==> src/rtl/ram_fifo_ctrl_8x16.sv <==
// FIFO controller for an external dual-port RAM with a registered read port.
// Pointers, occupancy and sticky error flags live here; data storage is external.
module ram_fifo_ctrl_8x16 #(
  parameter int width    = 16,
  parameter int depth    = 8,
  parameter int addr_bus = 3
) (
  input  logic                clk,
  input  logic                rst,
  input  logic                push,
  input  logic [width-1:0]    push_data,
  input  logic                pop,
  output logic                pop_valid,
  output logic [width-1:0]    pop_data,
  output logic                full,
  output logic                empty,
  output logic [addr_bus:0]   count,
  output logic                overflow,
  output logic                underflow,
  output logic                ram_we,
  output logic [addr_bus-1:0] ram_wr_addr,
  output logic [width-1:0]    ram_d_in,
  output logic                ram_re,
  output logic [addr_bus-1:0] ram_rd_addr,
  input  logic [width-1:0]    ram_d_out
);

  localparam logic [addr_bus:0]   DepthC = (addr_bus + 1)'(depth);
  localparam logic [addr_bus-1:0] PtrOne = addr_bus'(1);
  localparam logic [addr_bus:0]   CntOne = (addr_bus + 1)'(1);

  logic [addr_bus-1:0] wr_ptr_q, wr_ptr_d;
  logic [addr_bus-1:0] rd_ptr_q, rd_ptr_d;
  logic [addr_bus:0]   count_q, count_d;
  logic                pop_valid_q, overflow_q, underflow_q;
  logic                push_ok, pop_ok;

  assign full  = (count_q == DepthC);
  assign empty = (count_q == '0);
  assign count = count_q;

  // Reset gates the strobes so nothing reaches the RAM during a reset cycle.
  assign push_ok = push & ~full  & ~rst;
  assign pop_ok  = pop  & ~empty & ~rst;

  assign ram_we      = push_ok;
  assign ram_wr_addr = wr_ptr_q;
  assign ram_d_in    = push_data;
  assign ram_re      = pop_ok;
  assign ram_rd_addr = rd_ptr_q;

  assign pop_valid = pop_valid_q;
  // Masked so stale RAM output never leaks outside a valid cycle.
  assign pop_data  = pop_valid_q ? ram_d_out : '0;
  assign overflow  = overflow_q;
  assign underflow = underflow_q;

  always_comb begin
    wr_ptr_d = push_ok ? wr_ptr_q + PtrOne : wr_ptr_q;
    rd_ptr_d = pop_ok  ? rd_ptr_q + PtrOne : rd_ptr_q;
    count_d  = count_q;
    case ({push_ok, pop_ok})
      2'b10:   count_d = count_q + CntOne;
      2'b01:   count_d = count_q - CntOne;
      default: count_d = count_q;
    endcase
  end

  always_ff @(posedge clk) begin
    if (rst) begin
      wr_ptr_q    <= '0;
      rd_ptr_q    <= '0;
      count_q     <= '0;
      pop_valid_q <= 1'b0;
      overflow_q  <= 1'b0;
      underflow_q <= 1'b0;
    end else begin
      wr_ptr_q    <= wr_ptr_d;
      rd_ptr_q    <= rd_ptr_d;
      count_q     <= count_d;
      pop_valid_q <= pop_ok;
      overflow_q  <= overflow_q  | (push & full);
      underflow_q <= underflow_q | (pop & empty);
    end
  end

endmodule

==> config.mk <==
export PLATFORM = sky130hd
export DESIGN_NAME = ram_fifo_ctrl_8x16
export DESIGN_NICKNAME = d
export VERILOG_FILES = /design/src/rtl/ram_fifo_ctrl_8x16.sv
export SDC_FILE = /design/constraint.sdc
export NUM_CORES = 1
export LEC_CHECK = 0
export ABC_AREA = 1
export CORE_ASPECT_RATIO = 1.4
export CORE_UTILIZATION = 28
export DETAILED_ROUTE_END_ITERATION = 8
export GPL_ROUTABILITY_DRIVEN = 1
export PLACE_DENSITY = 0.81
export SYNTH_ARGS = -nofsm -noshare
export SYNTH_HDL_FRONTEND = slang
export SYNTH_SLANG_ARGS = --single-unit
==> constraint.sdc <==
create_clock -name clk -period 1.7 [get_ports clk]
set_input_delay 0.255 -clock clk [delete_from_list [all_inputs] [get_ports clk]]
set_output_delay 0.255 -clock clk [all_outputs]
set_load 0.02 [all_outputs]
==> results.json <==
{
  "dpl.hpwl_microns": 1920,
  "finalWorstSetupSlack_ps": -66.2,
  "area_growth_syn_to_layout_pct": 74.5,
  "drive_above_1_share": 0.269,
  "placed_area_sq_um": 1520,
  "final_nets": 236,
  "routed_wl_microns": 2460,
  "ys_warn_count": 0,
  "synth-edff-count": 0,
  "hold_violations": 0,
  "io_buffers": 52,
  "h-tree-depth": 1,
  "finalInstanceArea_sq_um": 1640,
  "core_sq_um": 3150,
  "synthArstFlopShare": 0,
  "synthDistinctLibCells": 22,
  "die_h_microns": 70.5,
  "fin_skew_ps": 3.19,
  "worstSkewPairLatency_ps": 250,
  "initialDrtViolationCount": 6,
  "fill_cells": 301,
  "startpoint_type": "register",
  "crit_arrival_ps": 1910,
  "power_density_nw_per_um2": 909,
  "use_met2": 0.265,
  "yosysTopAreaCellShare": 0.278,
  "synthCells": 135,
  "busiest_layer": "met2",
  "track_usage": 0.137,
  "wire_per_inst_microns": 10.6,
  "clk_pin_slew_ps": 50,
  "min_path_type": "input pin to register",
  "ys_seq_area_frac": 0.278,
  "critPathKind": "register to register",
  "cts_num_sinks": 13,
  "drc": 0,
  "multi_input_area_sq_um": 480,
  "vias": 960,
  "rsz0062_at_grt": "yes",
  "status": "finished, violations left",
  "dieArea_sq_um": 3590,
  "synth_fp_nets": 177,
  "antenna_found_initial": 0,
  "cts_tree": "done",
  "slew_violations": 0,
  "num_rows": 24,
  "finalSetupViolCount": 2,
  "grt_pass1_vias": 866,
  "hold_buffers": 0,
  "cts-buffers-inserted": 3,
  "drtPass1Iterations": 4,
  "grt_pass1_wl_microns": 3680,
  "setup-tns-final_ps": -90.0,
  "leakagePower_nw": 0.940,
  "finalPower_mw": 1.49,
  "relSlewSlack": 0.828,
  "regArea_sq_um": 275,
  "timing.fmax_ghz": 0.566,
  "violations": "negative setup slack",
  "critPathMaxFanout": 4,
  "ys_seq_elements": 13,
  "synth.largest_area_cell": "dfxtp_1",
  "max-cap-violations": 0,
  "cts_root_buf": "clkbuf_8",
  "worst_setup_path_end_kind": "register",
  "synth_area_leaders": "dfxtp_1 28%, buf_4 13%, inv_1 12%",
  "grt-ovfl-total": 0,
  "required_ps": 1840,
  "dieWidth_microns": 50.9,
  "fin_crit_ps": 1770,
  "ioPinCount": 85,
  "use_met1": 0.119,
  "tightestPinTransition_ps": 259,
  "met3_usage": 0.0327,
  "gp_congestion": 0.757,
  "avgSynthCellArea_sq_um": 6.94,
  "syn_area_sq_um": 937,
  "via_per_inst": 4.14,
  "diodes": 0,
  "place_ws_ps": -493,
  "cts.path.max_buffers": 2,
  "final_antenna_net_count": 0,
  "ir_drop_v": 0.000626,
  "fin_crit_sh": 1.04,
  "initial_core_util": 0.297,
  "dominantRegCellSynth": "dfxtp_1",
  "grt_max_degree": 18
}
## per-layer routing
metal | vias up | part of all wire
met2 | 39 | 0.56
li1 | 504 | -
met3 | 7 | 0.066
met5 | - | 0
met4 | 0 | 0.023
met1 | 410 | 0.35
## power by group
| group | switching (mW) | leakage [nW] | total (mW) | internal [mW] |
|---|---|---|---|---|
| clock | 0.116 | 0.0228 | 0.282 | 0.166 |
| combinational | 0.411 | 0.809 | 0.804 | 0.393 |
| sequential | 0.0409 | 0.109 | 0.400 | 0.359 |
## cell families (layout without fill, tap and decap cells)
group,Yosys count,count (layout),synth area share
compound gates,12,12,0.0734
fa+ha+maj,6,6,0.0881
simple gates,50,50,0.258
buf+inv,51,109,0.275
xor+xnor,3,3,0.0280
flops,13,13,0.278
## Yosys cell counts (2+ instances only)
cell type / n
a21oi_1: 7
buf_4: 16
dfxtp_1: 13
ha_1: 5
inv_1: 30
inv_4: 2
nand2_1: 30
nand2_2: 2
nand2_4: 2
nand3_1: 7
nand3_2: 2
nor2_1: 2
nor2_2: 5
o21ai_0: 3
xor2_1: 2
## sequential cells by signal, summed over array words and instances (netlist names)
name / flops
count: 4
ram_rd_addr: 3
ram_wr_addr: 3
overflow: 1
pop_valid: 1
underflow: 1
## timing repair
item | CTS | global route
pin swaps | 9 | 3
setup endpoints to repair | 23 | 5
buffers inserted | 4 | 4
resized for setup | 32 | 8
gates cloned | 0 | 0
## final cells by class
cell class	instances	area share
clock buffers	4	0.0275
well taps	39	0.0298
repair buffers	72	0.399
multi-input cells	71	0.294
flip-flops and latches	13	0.168
inverters	33	0.0819
## path summary, 6_finish.rpt
| path | startpoint | endpoint | slack [ps] | depth (start not counted) |
|---|---|---|---|---|
| max | count[0] | count[2] | -70 | 10 |
| max reg2reg | count[0] | count[2] | -70 | 10 |
| min | rst | ram_rd_addr[2] | 470 | 2 |
| min reg2reg | ram_rd_addr[1] | ram_rd_addr[1] | 490 | 2 |
## worst max-delay path, cell delays in order, from the launching register on
cell and delay (ps):
dfxtp_4 350, nor2_4 130, buf_6 110, nand3_4 80, nand2_4 70, ha_4 170
inv_4 40, fa_2 360, xnor2_1 150, o21ai_1 130, inv_1 60
## through the flow
step	hold WS [ps]	cells	utilization
finish	470	232	0.519
global route	485	232	0.519
detailed placement	480	220	0.482
global placement	477	220	0.482
floorplan	324	135	-
CTS	471	228	0.509
## cell usage in the layout, fill, tap and decap left out, drive strengths merged, types with 6 or more instances in the layout
cell type / Yosys / final
nand2: 34 / 34
inv: 33 / 33
clkdlybuf4s50: 0 / 30
buf: 17 / 21
dlygate4sd2: 0 / 19
dfxtp: 13 / 13
nand3: 9 / 9
a21oi: 7 / 7
nor2: 7 / 7
clkbuf: 1 / 6
Power figures use the tool's default switching activity.
